$ cat config.mk
export PLATFORM = sky130hd
export DESIGN_NAME = uart_echo_ctrl
export DESIGN_NICKNAME = d
export VERILOG_FILES = /design/src/rtl/uart_echo_pkg.sv /design/src/rtl/echo_fifo.sv /design/src/rtl/uart_echo_ctrl.sv
export SDC_FILE = /design/constraint.sdc
export NUM_CORES = 1
export LEC_CHECK = 0
export ABC_AREA = 1
export ABC_CLOCK_PERIOD_IN_PS = 4400
export CORE_ASPECT_RATIO = 0.6
export CORE_MARGIN = 2
export CORE_UTILIZATION = 25
export DETAILED_ROUTE_END_ITERATION = 16
export PLACE_DENSITY_LB_ADDON = 0.1
export RECOVER_POWER = 50
export SKIP_LAST_GASP = 1
export SYNTH_ARGS = -nofsm -noshare
export SYNTH_HDL_FRONTEND = slang
export SYNTH_SLANG_ARGS = --single-unit
$ cat constraint.sdc
create_clock -name clk -period 4.4 [get_ports clk]
set_input_delay 0.66 -clock clk [delete_from_list [all_inputs] [get_ports clk]]
set_output_delay 0.66 -clock clk [all_outputs]
set_load 0.02 [all_outputs]
$ cat src/rtl/uart_echo_pkg.sv
// Shared types and constants for the UART echo controller.
package uart_echo_pkg;

  localparam int DATA_W              = 8;
  localparam int TX_ACK_TIMEOUT_DFLT = 16;

  typedef enum logic [1:0] {
    R_IDLE = 2'd0,
    R_READ = 2'd1,
    R_WAIT = 2'd2
  } rx_state_t;

  typedef enum logic [1:0] {
    T_IDLE  = 2'd0,
    T_WRITE = 2'd1,
    T_ACK   = 2'd2
  } tx_state_t;

  function automatic logic [7:0] sat_inc8(input logic [7:0] v);
    return (v == 8'hFF) ? v : v + 8'd1;
  endfunction

endpackage

$ cat src/rtl/echo_fifo.sv
// Synchronous byte FIFO, write-to-read latency 1 cycle; head is combinational from the read pointer.
// Push while full is accepted only when a pop happens on the same edge; pop while empty is ignored.
module echo_fifo
  import uart_echo_pkg::*;
#(
  parameter int DEPTH = 8
) (
  input  logic                   clk,
  input  logic                   rst_n,
  input  logic                   i_push,
  input  logic                   i_pop,
  input  logic [DATA_W-1:0]      i_dat,
  output logic [DATA_W-1:0]      o_head,
  output logic                   o_full,
  output logic                   o_empty,
  output logic [$clog2(DEPTH):0] o_level
);

  localparam int AW = $clog2(DEPTH);

  logic [DATA_W-1:0] r_mem [DEPTH];
  logic [AW-1:0]     r_wr_ptr;
  logic [AW-1:0]     r_rd_ptr;
  logic [AW:0]       r_level;
  logic              w_wr;
  logic              w_rd;

  assign w_rd = i_pop && !o_empty;
  assign w_wr = i_push && (!o_full || w_rd);

  always_ff @(posedge clk) begin
    if (w_wr) r_mem[r_wr_ptr] <= i_dat;
  end

  // Pointers wrap naturally because DEPTH is a power of two.
  always_ff @(posedge clk or negedge rst_n) begin
    if (!rst_n) begin
      r_wr_ptr <= '0;
      r_rd_ptr <= '0;
      r_level  <= '0;
    end else begin
      if (w_wr) r_wr_ptr <= r_wr_ptr + AW'(1);
      if (w_rd) r_rd_ptr <= r_rd_ptr + AW'(1);
      if (w_wr && !w_rd)      r_level <= r_level + (AW+1)'(1);
      else if (w_rd && !w_wr) r_level <= r_level - (AW+1)'(1);
    end
  end

  assign o_head  = r_mem[r_rd_ptr];
  assign o_full  = (r_level == (AW+1)'(DEPTH));
  assign o_empty = (r_level == '0);
  assign o_level = r_level;

endmodule

$ cat src/rtl/uart_echo_ctrl.sv
// Echoes CoreUART RX bytes back to TX through a small FIFO; rxrdy-to-wen latency 3 edges, all outputs registered.
// Bytes arriving while the FIFO is full (and not popping) are dropped and counted; TX waits for txrdy with a timeout.
module uart_echo_ctrl
  import uart_echo_pkg::*;
#(
  parameter int FIFO_DEPTH     = 8,
  parameter int TX_ACK_TIMEOUT = TX_ACK_TIMEOUT_DFLT
) (
  input  logic                        clk,
  input  logic                        rst_n,
  input  logic                        rxrdy,
  input  logic [DATA_W-1:0]           data_out,
  output logic                        oen,
  input  logic                        txrdy,
  output logic                        wen,
  output logic [DATA_W-1:0]           data_in,
  output logic [$clog2(FIFO_DEPTH):0] fifo_level,
  output logic                        overflow,
  output logic [7:0]                  drop_count,
  output logic                        tx_err,
  output logic [15:0]                 rx_count,
  output logic [15:0]                 tx_count
);

  localparam int TO_W = $clog2(TX_ACK_TIMEOUT + 1);
  localparam logic [TO_W-1:0] TO_LAST = TO_W'(TX_ACK_TIMEOUT - 1);

  rx_state_t r_rx_state, w_rx_nxt;
  tx_state_t r_tx_state, w_tx_nxt;

  logic              r_oen, w_oen_nxt;
  logic              r_wen, w_wen_nxt;
  logic [DATA_W-1:0] r_data_in;
  logic [TO_W-1:0]   r_to_cnt;
  logic [15:0]       r_rx_count;
  logic [15:0]       r_tx_count;
  logic [7:0]        r_drop_count;
  logic              r_overflow;
  logic              r_tx_err;

  logic              w_push;
  logic              w_pop;
  logic              w_tx_err_set;
  logic              w_full;
  logic              w_empty;
  logic [DATA_W-1:0] w_head;
  logic [$clog2(FIFO_DEPTH):0] w_level;

  echo_fifo #(.DEPTH(FIFO_DEPTH)) u_fifo (
    .clk     (clk),
    .rst_n   (rst_n),
    .i_push  (w_push),
    .i_pop   (w_pop),
    .i_dat   (data_out),
    .o_head  (w_head),
    .o_full  (w_full),
    .o_empty (w_empty),
    .o_level (w_level)
  );

  // A full FIFO still accepts the byte if TX frees a slot on the same edge.
  assign w_push = (r_rx_state == R_READ) && (!w_full || w_pop);

  always_comb begin
    w_rx_nxt  = r_rx_state;
    w_oen_nxt = 1'b1;
    case (r_rx_state)
      R_IDLE: if (rxrdy) begin
        w_rx_nxt  = R_READ;
        w_oen_nxt = 1'b0;
      end
      R_READ:  w_rx_nxt = R_WAIT;
      R_WAIT:  if (!rxrdy) w_rx_nxt = R_IDLE;
      default: w_rx_nxt = R_IDLE;
    endcase
  end

  always_comb begin
    w_tx_nxt     = r_tx_state;
    w_wen_nxt    = 1'b1;
    w_pop        = 1'b0;
    w_tx_err_set = 1'b0;
    case (r_tx_state)
      T_IDLE: if (!w_empty && txrdy) begin
        w_tx_nxt  = T_WRITE;
        w_wen_nxt = 1'b0;
        w_pop     = 1'b1;
      end
      T_WRITE: w_tx_nxt = T_ACK;
      T_ACK: begin
        if (!txrdy) begin
          w_tx_nxt = T_IDLE;
        end else if (r_to_cnt == TO_LAST) begin
          w_tx_nxt     = T_IDLE;
          w_tx_err_set = 1'b1;
        end
      end
      default: w_tx_nxt = T_IDLE;
    endcase
  end

  always_ff @(posedge clk or negedge rst_n) begin
    if (!rst_n) begin
      r_rx_state <= R_IDLE;
      r_tx_state <= T_IDLE;
      r_oen      <= 1'b1;
      r_wen      <= 1'b1;
    end else begin
      r_rx_state <= w_rx_nxt;
      r_tx_state <= w_tx_nxt;
      r_oen      <= w_oen_nxt;
      r_wen      <= w_wen_nxt;
    end
  end

  always_ff @(posedge clk or negedge rst_n) begin
    if (!rst_n) begin
      r_data_in    <= '0;
      r_to_cnt     <= '0;
      r_rx_count   <= '0;
      r_tx_count   <= '0;
      r_drop_count <= '0;
      r_overflow   <= 1'b0;
      r_tx_err     <= 1'b0;
    end else begin
      if (w_pop) r_data_in <= w_head;
      if (r_tx_state == T_WRITE) begin
        r_to_cnt   <= '0;
        r_tx_count <= r_tx_count + 16'd1;
      end else if (r_tx_state == T_ACK) begin
        r_to_cnt <= r_to_cnt + TO_W'(1);
      end
      if (w_tx_err_set) r_tx_err <= 1'b1;
      if (r_rx_state == R_READ) begin
        r_rx_count <= r_rx_count + 16'd1;
        if (!w_push) begin
          r_overflow   <= 1'b1;
          r_drop_count <= sat_inc8(r_drop_count);
        end
      end
    end
  end

  assign oen        = r_oen;
  assign wen        = r_wen;
  assign data_in    = r_data_in;
  assign fifo_level = w_level;
  assign overflow   = r_overflow;
  assign drop_count = r_drop_count;
  assign tx_err     = r_tx_err;
  assign rx_count   = r_rx_count;
  assign tx_count   = r_tx_count;

endmodule

# After elaboration in Yosys (flattened, before gate mapping)
# Memories as Yosys holds them, arrays and structs flattened. A register that Yosys moved wholly into a read port is not among the register bits.
# Index checks and enable logic that the tools add are counted.
[totals]
inputBits = 12
n_memories = 1
ff_bits = 63
latch_bits = 0
mem_bits_ro = 0
ramBits = 64
word_cells = 79
out_inout_bits = 56
[classes]
magnitude_cmp = 0
n_eq_ne = 11
div = 0
addsub = 8
multipliers = 0
n_shift = 0
reduce_logical = 22
mux = 22
bitwise = 2
[mem_list]
columns = ["name", "words", "word_bits", "read_ports", "rd_clocked_by_memory_dff", "write_ports", "line", "source"]
rows = [
  ["u_fifo.r_mem", 8, 8, 1, 1, 1, "echo_fifo.sv:21", "logic [DATA_W-1:0] r_mem [DEPTH];"],
]
[op_table]
columns = ["op", "n"]
rows = [
  ["$add A16 B1 Y16 const B", 2],
  ["$pmux W2 S3", 2],
  ["$mux W1", 11],
  ["$mux W2", 5],
  ["$mux W5", 2],
  ["$add A8 B1 Y8 const B", 1],
  ["$eq A8 B8 Y1 const B", 1],
  ["$mux W4", 2],
  ["$add A3 B1 Y3 const B", 2],
  ["$logic_and A1 B1 Y1", 6],
  ["$ne A2 B2 Y1 const B", 3],
  ["$reduce_and A2 Y1", 3],
  ["$add A5 B1 Y5 const B", 1],
  ["$eq A5 B4 Y1 const B", 1],
  ["$logic_not A1 Y1", 5],
  ["$add A4 B1 Y4 const B", 1],
  ["$eq A2 B1 Y1 const B", 2],
  ["$eq A2 B2 Y1 const B", 2],
  ["$eq A4 B4 Y1 const B", 1],
  ["$logic_not A2 Y1", 2],
  ["$logic_not A4 Y1", 1],
  ["$reduce_bool A2 Y1", 2],
  ["$sub A4 B1 Y4 const B", 1],
  ["$ne A3 B3 Y1 const B", 1],
  ["3 further kinds", 5],
]

# Logic depth before layout (Yosys ltp)
# Gate-level depths: netlist (run 1).
[depth]
ltp_word = 12
mapped_depth = 12
ltp_nobuf = 12

# Hierarchy
# A second synthesis (run 1) with hierarchy kept.
[hier_totals]
cells_unflattened = 660
area_unflattened_um2 = 6228.5
[by_module_without_submodules]
columns = ["mod", "area_per_inst_um2", "n_inst", "cells_per_inst", "seq_area_each_um2"]
rows = [
  ["echo_fifo", 3150.5, 1, 291, 2172.1],
  ["uart_echo_ctrl", 3078.0, 1, 369, 1529.0],
]

# Least setup slack after synthesis (run 1)
# Ideal clock, no wire load.
[synth_timing]
path_type = "register to register"
startpoint = "register u_fifo.r_level[0], in the netlist u_fifo.o_level[0]"
endpoint = "register u_fifo.r_level[3], in the netlist u_fifo.o_level[3]"
arrival_ns = 2.095
slack_ns = 2.182
setup_ns = 0.123
period_less_slack_ns = 2.218
n_path_buf = 0
path_stages_with_launch = 13
required_time_ns = 4.277
cell_sequence = "dfrtp_1 -> nor2_2 -> nand2_2 -> nand3_4 -> a21oi_4 -> ha_1 -> inv_1 -> ha_1 -> a21oi_1 -> nand2_1 -> and2_1 -> o21ai_0 -> nand2_1"
[synth_between]
elab_chain_cells = 11
elab_cells_between_ends = 21
classes_between = "2 x add/sub; 1 x eq/ne; 4 x mux; 14 x reduce/logical"
[synth_lines]
columns = ["item", "line", "source"]
rows = [
  ["from (decl)", "echo_fifo.sv:24", "logic [AW:0] r_level;"],
  ["from (signal assigned)", "echo_fifo.sv:44", "if (w_wr && !w_rd) r_level <= r_level + (AW+1)'(1);"],
  ["from (signal assigned)", "echo_fifo.sv:45", "else if (w_rd && !w_wr) r_level <= r_level - (AW+1)'(1);"],
  ["$logic_not A4 Y1", "echo_fifo.sv:51", "assign o_empty = (r_level == '0);"],
  ["$logic_not A1 Y1", "echo_fifo.sv:28, uart_echo_ctrl.sv:84", ""],
  ["$logic_and A1 B1 Y1", "uart_echo_ctrl.sv:84", "T_IDLE: if (!w_empty && txrdy) begin"],
  ["$mux W1", "uart_echo_ctrl.sv:84", ""],
  ["$mux W1", "uart_echo_ctrl.sv:83", "case (r_tx_state)"],
  ["$logic_or A1 B1 Y1 / $logic_and A1 B1 Y1 (equally long branches)", "uart_echo_ctrl.sv:62, echo_fifo.sv:28", ""],
  ["$logic_and A1 B1 Y1 / $logic_or A1 B1 Y1 (equally long branches)", "uart_echo_ctrl.sv:62, echo_fifo.sv:29", ""],
  ["$logic_and A1 B1 Y1 *", "echo_fifo.sv:29", "assign w_wr = i_push && (!o_full || w_rd);"],
  ["named net u_fifo.w_wr", "echo_fifo.sv:25", "logic w_wr;"],
  ["$logic_not A1 Y1", "echo_fifo.sv:45", ""],
  ["$logic_and A1 B1 Y1", "echo_fifo.sv:45", ""],
  ["$reduce_bool A2 Y1 (no line)", "-", ""],
]
# Mark *: on every way through the listed nets, which the timed path passes. The rest lies on a longest branch. The select of a mux whose other input is x is not followed.
# A chain may end at the register's enable or synchronous reset.

# Worst setup path in the final report (run 1)
[layout_timing]
startpoint = "input txrdy"
endpoint = "register u_fifo.r_level[3], in the netlist u_fifo.o_level[3]"
[layout_between]
elab_chain_cells = 9
elab_cells_between_ends = 14
classes_between = "3 x mux; 11 x reduce/logical"
[layout_lines]
columns = ["item", "line", "source"]
rows = [
  ["from (decl)", "uart_echo_ctrl.sv:14", "input logic txrdy,"],
  ["$logic_and A1 B1 Y1 *", "uart_echo_ctrl.sv:84", ""],
  ["$mux W1 *", "uart_echo_ctrl.sv:84", ""],
  ["$mux W1 *", "uart_echo_ctrl.sv:83", ""],
  ["$logic_or A1 B1 Y1 / $logic_and A1 B1 Y1 (equally long branches)", "uart_echo_ctrl.sv:62, echo_fifo.sv:28", ""],
  ["$logic_and A1 B1 Y1 / $logic_or A1 B1 Y1 (equally long branches)", "uart_echo_ctrl.sv:62, echo_fifo.sv:29", ""],
  ["$logic_and A1 B1 Y1 *", "echo_fifo.sv:29", ""],
  ["named net u_fifo.w_wr", "echo_fifo.sv:25", ""],
  ["$logic_not A1 Y1", "echo_fifo.sv:45", ""],
  ["$logic_and A1 B1 Y1", "echo_fifo.sv:45", ""],
  ["$reduce_bool A2 Y1 (no line)", "-", ""],
]
# Mark *: on every way through the listed nets, which the timed path passes. The rest lies on a longest branch.

==> results of run 1 <==
## worst reg2reg max path: cells and delay by family, from the launching register on
kind            cells  cell delay [ns]
compound gates      3             0.69
simple gates        4             0.79
flops               1             0.38
buf+inv             2             0.22
fa+ha+maj           3             0.76
## final cells by class
cell class	instances	area [µm²]
sequential	135	3701
fill	2497	16490
clock inverter	14	173.9
tap	322	402.9
timing repair buffer	69	680.7
inverter	52	195.2
clock buffer	17	425.4
multi-input combinational	432	2151
## synth_stat cells
cell type,instances
a21oi_1,4
a21oi_4,1
a31o_2,1
a31oi_1,1
and2_1,1
buf_2,8
buf_4,3
clkbuf_2,3
clkinv_1,1
dfrtp_1,69
dfstp_2,2
edfxtp_1,64
fa_1,1
ha_1,14
inv_1,48
inv_2,3
nand2_1,157
nand2_2,5
nand3_1,37
nand3_4,2
nand3b_1,4
nand3b_2,1
nand4_1,4
nand4_2,1
nor2_1,101
nor2_2,2
nor2_4,2
nor2_8,2
nor3_1,10
nor4_1,1
o21ai_0,47
o21ai_1,2
o21bai_1,1
o22ai_1,1
xnor2_1,10
xor2_1,19
## flip-flops by register name, summed over array words and instances, names as in the netlist
name,count
u_fifo.r_mem,64
rx_count,16
tx_count,16
data_in,8
drop_count,8
r_to_cnt,5
u_fifo.o_level,4
u_fifo.r_rd_ptr,3
u_fifo.r_wr_ptr,3
r_rx_state,2
r_tx_state,2
oen,1
overflow,1
tx_err,1
wen,1
## power groups by stage
stage | combinational [mW] | clock, mW | sequential [mW]
2_1_floorplan | 0.958 | 0 | 1.87
3_3_place_gp | 1.62 | 0 | 1.81
3_5_place_dp | 1.63 | 0 | 1.81
4_1_cts | 1.64 | 1.50 | 1.79
5_1_grt | 1.81 | 1.56 | 1.82
6_report | 1.59 | 1.46 | 1.78
## metrics by stage
| stage | hold slack (ns) | setup WS [ns] |
|---|---|---|
| finish | 0.4394 | 1.327 |
| CTS | 0.4218 | 1.732 |
| detailed placement | 0.4540 | 1.288 |
| global placement | 0.4467 | 1.313 |
| floorplan | 0.3644 | 2.182 |
| global route | 0.4717 | 1.058 |
## logic make-up (layout without fill, tap and decap cells)
| kind of cell | count (synthesis) | in the layout |
|---|---|---|
| and+or+nand+nor | 330 | 330 |
| DFF | 135 | 135 |
| buffers and inverters | 66 | 152 |
| AOI/OAI and AO/OA | 58 | 58 |
| xor gates and xnor gates | 29 | 29 |
| adders and majority gates | 15 | 15 |
## cell usage in the layout, fill, tap and decap left out, types with 2 or more instances in the layout
master / instances
a21oi_1: 4
clkinvlp_4: 2
nor3_1: 10
dlygate4sd3_1: 9
inv_6: 3
nor2_8: 2
clkinv_1: 2
bufinv_16: 3
nand4_1: 4
buf_4: 2
nor2_1: 104
clkinv_2: 2
nand3_1: 39
nand2_1: 158
clkinv_4: 2
clkbuf_16: 17
xor2_1: 19
dfrtp_1: 69
edfxtp_1: 64
ha_1: 14
o21ai_0: 47
dfstp_2: 2
nand2_2: 4
nand3b_1: 4
inv_1: 50
clkdlybuf4s50_1: 57
xnor2_1: 10
o21ai_1: 2
## how the worst min path moves through the flow
stage / from / endpoint / slack (ns)
CTS: rst_n / drop_count[0] / 0.42
finish: r_rx_state[1] / r_rx_state[0] / 0.44
global route: r_rx_state[1] / r_rx_state[0] / 0.47
detailed placement: r_rx_state[1] / r_rx_state[0] / 0.45
floorplan: rst_n / data_in[0] / 0.36
global placement: r_rx_state[1] / r_rx_state[0] / 0.45
## metal layers
layer  wire [µm]  up-vias  global-route usage, %
li1            -     2210                      -
met1        8222     2118                  20.00
met2        6521       82                  17.02
met3         997       10                  3.882
met4         180        0                  4.214
met5           0        -                      0
==> qor.txt, run 1 <==
syn_area_per_cell = 9.747 µm²
pin count of the biggest net entering global routing = 72
post-synthesis register bit count = 135
clk slew on worst S/H paths = 0.06 ns
largest stage delay on the critical path = 0.56 ns
Tot Pwr = 4.833 mW
Hold Vio Cnt, Final = 0
largest family of logic cells by synthesized area = simple AND/OR/NAND/NOR gates
crit path from = txrdy
placed insts = 1010
TritonRoute pass-1 iters = 4
area fraction in compound gates after synthesis = 5.029%
Cell Chain, Critical Path = clkdlybuf4s50_1 > nand3_1 > a21oi_4 > ha_1 > inv_1 > ha_1 > a21oi_1 > nand2_1 > and2_1 > o21ai_0 > nand2_1
Sw Share = 37.31%
cts bufs inserted = 17
Clock Sinks = 135
clock latency on the worst-skew pair = 0.42 ns
fmax = 0.3254 GHz
row cnt = 44
vias in the first global route = 4416
gr usage total = 12.99%
switching pwr = 1.803 mW
Critical R2R Launch = r_tx_state[0]
Net Count, Synth = 660
simple-gate share of the synthesized area = 23.28%
Worst Setup EP = u_fifo.o_level[3]
wire per inst = 15.29 µm
final design utilization = 31.91%
ANT cells = 0
Max Transition Viols Final = 72
Nets = 734
Resized cells post-CTS = 0
post-route cell area = 0.007730 mm²
die area = 0.02599 mm²
post-DP HPWL = 11570 µm
top cells by area, synth = edfxtp_1 (31%), dfrtp_1 (28%), nand2_1 (9.6%), nor2_1 (6.1%), o21ai_0 (3.8%)
setup bufs post-CTS = 0
RSZ-0062 raised after global routing = false
Worst path depth = 11
Post-CTS Hold Fix Bufs = 0
Worst Clk Skew = 0.01510 ns
Int Pwr = 3.030 mW
DIE HEIGHT = 125.7 µm
grt total ovfl = 0
reg2reg end = u_fifo.o_level[3]
placed cell area = 0.007178 mm²
max cap viols = 1
Register-to-Register Path Depth = 12
Comb pwr share = 32.9%
register-to-register path setup slack = 1.45 ns
routability cong. = 0.7864
Post-Synth Adder-Cell Area = 3.164%
first-pass GRT wire length = 24980 µm
initial antenna violation count = 1
Seq/Total Area, Yosys = 59.99%
xor and xnor area share after synthesis = 4.117%
Sequential Power Share = 36.9%
mux cell area share after synthesis = 0%
die width = 206.8 µm
final wirelength = 15920 µm
synthesis-to-layout area growth = 25.29%
fin cells = 1041
CTS tree = built
Synth top area share = 31.15%
worst relative slew slack = -24.60%
Synth Instances = 633
crit path max fanout = 15
DRT iter0 DRCs = 314
layout cells sized above 1 = 6.537%
crit path max-delay cell type = clkdlybuf4s50_1
Tmin final = 3.073 ns
WP data arrival = 3.37 ns
vias = 4420
failing checks = capacitance limit, slew limit
Yosys top cell by area = edfxtp_1
Worst setup SP type = primary input
worst endpoint required time = 4.70 ns
HP Class = flop to flop
Routed Antenna Nets = 0
worst setup path class = primary input to flop
total I/O pin count = 68
# port buffers = 67
H-tree Lvls = 4
yosys warns = 0
Post-Syn Area = 0.006170 mm²
Worst Path Buf+Inv = 2
Bufs on Longest Clock Path = 2
number of remaining DRC errors = 0
Leakage = 3.199 nW
hold depth = 1
Power Density = 625.3 mW/mm²
vias per cell = 4.246
core area = 0.02422 mm²
Slew @ Worst Pin = 1.869 ns
status = finished with violations
clock root buffer = clkbuf_16
Starting Density = 25.47%
Netlist cell types = 36
final setup fails = 0
Crit. End Element = flop
clock power share = 30.2%
Crit path max-delay family = simple AND/OR/NAND/NOR gates
Max VDD drop = 0.2640 mV
Setup TNS = 0 ns
Final period util = 69.84%
(Power assumes the default switching activity.)
==> run 2: changes to the inputs <==
--- a/config.mk
+++ b/config.mk
@@ -6,7 +6,7 @@
 export NUM_CORES = 1
 export LEC_CHECK = 0
 export ABC_AREA = 1
-export ABC_CLOCK_PERIOD_IN_PS = 4400
+export ABC_CLOCK_PERIOD_IN_PS = 3000
 export CORE_ASPECT_RATIO = 0.6
 export CORE_MARGIN = 2
 export CORE_UTILIZATION = 25
==> constraint.sdc (replaced) <==
create_clock -name clk -period 3 [get_ports clk]
set_input_delay 0.45 -clock clk [delete_from_list [all_inputs] [get_ports clk]]
set_output_delay 0.45 -clock clk [all_outputs]
set_load 0.02 [all_outputs]
==> qor.txt, run 2 (synthesized netlist as in run 1, its figures left out) <==
Final Hold Slack = 0.4370 ns (was 0.4394 ns)
Bufs on Longest Clock Path = 2 (unchanged)
Max Transition Viols Final = 67 (was 72)
Crit. End Element = flop (unchanged)
commonest non-fill, non-tap cells in the layout = nand2_1 (158), nor2_1 (104), dfrtp_1 (69), edfxtp_1 (64), clkdlybuf4s50_1 (58) (was nand2_1 (158), nor2_1 (104), dfrtp_1 (69), edfxtp_1 (64), clkdlybuf4s50_1 (57))
DRT iter0 DRCs = 293 (was 314)
final setup fails = 0 (unchanged)
Final period util = 82.02%
Routed Antenna Nets = 0 (unchanged)
number of remaining DRC errors = 0 (unchanged)
RSZ-0062 raised after global routing = false (unchanged)
crit path max fanout = 14 (was 15)
post-DP HPWL = 11390 µm (was 11570 µm)
register-to-register path setup slack = 0.54 ns (was 1.45 ns)
met2 track demand over resource = 16.68% (was 17.02%)
met3 track demand over resource = 3.986% (was 3.882%)
total I/O pin count = 68 (unchanged)
worst relative slew slack = -8.346% (was -24.60%)
clock root buffer = clkbuf_16 (unchanged)
HP Class = primary input to asynchronous set/reset pin (was flop to flop)
Tmin final = 2.461 ns
die area = 0.02599 mm² (unchanged)
grt total ovfl = 0 (unchanged)
Power Density = 881.5 mW/mm² (was 625.3 mW/mm²)
core area = 0.02422 mm² (unchanged)
setup bufs post-CTS = 0 (unchanged)
failing checks = capacitance limit, slew limit (unchanged)
die width = 206.8 µm (unchanged)
most common cell after layout, fill and taps aside = nand2_1 (unchanged)
vias per cell = 4.301 (was 4.246)
fmax = 0.4064 GHz
row cnt = 44 (unchanged)
TritonRoute pass-1 iters = 4 (unchanged)
Max VDD drop = 0.3662 mV (was 0.2640 mV)
Biggest register = u_fifo.r_mem (unchanged)
cts bufs inserted = 17 (unchanged)
max cap viols = 1 (unchanged)
clk slew on worst S/H paths = 0.06 ns (about the same)
first-pass GRT wire length = 25320 µm (was 24980 µm)
pin count of the biggest net entering global routing = 67 (was 72)
Worst Clk Skew = 0.01667 ns (was 0.01510 ns)
layout cells sized above 1 = 6.977% (was 6.537%)
worst endpoint required time = 3.30 ns (was 4.70 ns)
final wirelength = 15990 µm (was 15920 µm)
Leakage = 3.203 nW (was 3.199 nW)
H-tree Lvls = 4 (unchanged)
clock latency on the worst-skew pair = 0.43 ns (was 0.42 ns)
vias = 4529 (was 4420)
synthesis-to-layout area growth = 25.39% (was 25.29%)
# port buffers = 67 (unchanged)
worst setup path class = flop to flop (was primary input to flop)
vias in the first global route = 4478 (was 4416)
Clock Sinks = 135 (unchanged)
max FFs per register = 64 (unchanged)
routability cong. = 0.7296 (was 0.7864)
status = finished with violations (unchanged)
Setup TNS = 0 ns (unchanged)
met1 track demand over resource = 20.37% (was 20.00%)
Nets = 745 (was 734)
wire per inst = 15.19 µm (was 15.29 µm)
ANT cells = 0 (unchanged)
WP data arrival = 2.77 ns (was 3.37 ns)
gr busiest metal = met1 (unchanged)
Starting Density = 25.47% (unchanged)
gr usage total = 13.12% (was 12.99%)
DIE HEIGHT = 125.7 µm (unchanged)
CTS tree = built (unchanged)
Slew @ Worst Pin = 1.625 ns (was 1.869 ns)
Worst setup SP type = flop (was primary input)
initial antenna violation count = 0 (was 1)
Hold Vio Cnt, Final = 0 (unchanged)
run 2: path summary, 6_finish.rpt:
path	startpoint	endpoint	cells past startpoint
min reg2reg	r_rx_state[1]	r_rx_state[0]	1
min in group clk	r_rx_state[1]	r_rx_state[0]	1
max reg2reg	u_fifo.o_level[0]	data_in[7]	7
min	rst_n	drop_count[1]	2
max in group asynchronous	rst_n	rx_count[15]	3
max	u_fifo.o_level[0]	data_in[7]	7
run 2: per-layer routing:
layer / part of all wire (%) / vias up
met3: 6.1 / 11
met2: 38 / 91
li1: - / 2238
met5: 0 / -
met1: 55 / 2189
met4: 1.2 / 0
run 2: critical path, cell delays in order, from the launching register on:
cell      delay, ns
dfrtp_1        0.45
nor2_1         0.24
nand2_2        0.12
nand3_4        0.09
clkbuf_1       0.70
inv_1          0.42
nand3_1        0.26
nand2_1        0.06
run 2: stage by stage:
stage	instances	util [%]	setup WS (ns)	power, mW	instance area (µm²)
after floorplan	633	-	0.7821	4.146	6170
after global placement	1020	29.99	0.3185	5.069	7266
after detailed placement	1020	29.99	0.3390	5.089	7266
after CTS	1053	32.11	0.6476	6.966	7777
after global routing	1053	31.94	0.1945	7.359	7736
final	1053	31.94	0.5394	6.819	7736
run 2: what timing repair did:
item | 4_1_cts | 5_1_grt
hold buffers | 1 | 0
resized for setup | 0 | 0
endpoints found under the hold margin | 5 | 0
endpoints found under the setup margin | 0 | 0
run 2: power breakdown:
| group | internal (mW) | switching [mW] |
|---|---|---|
| registers | 2.29 | 0.278 |
| clock network | 1.04 | 0.788 |
| logic | 0.874 | 1.55 |
run 2: final cells by class:
| cell class | instances | area [µm²] |
|---|---|---|
| clock buffer | 22 | 444.2 |
| clock inverter | 10 | 57.56 |
| fill | 2508 | 16490 |
| inverter | 52 | 195.2 |
| multi-input combinational | 432 | 2181 |
| sequential | 135 | 3701 |
| tap | 322 | 402.9 |
| timing repair buffer | 80 | 754.5 |
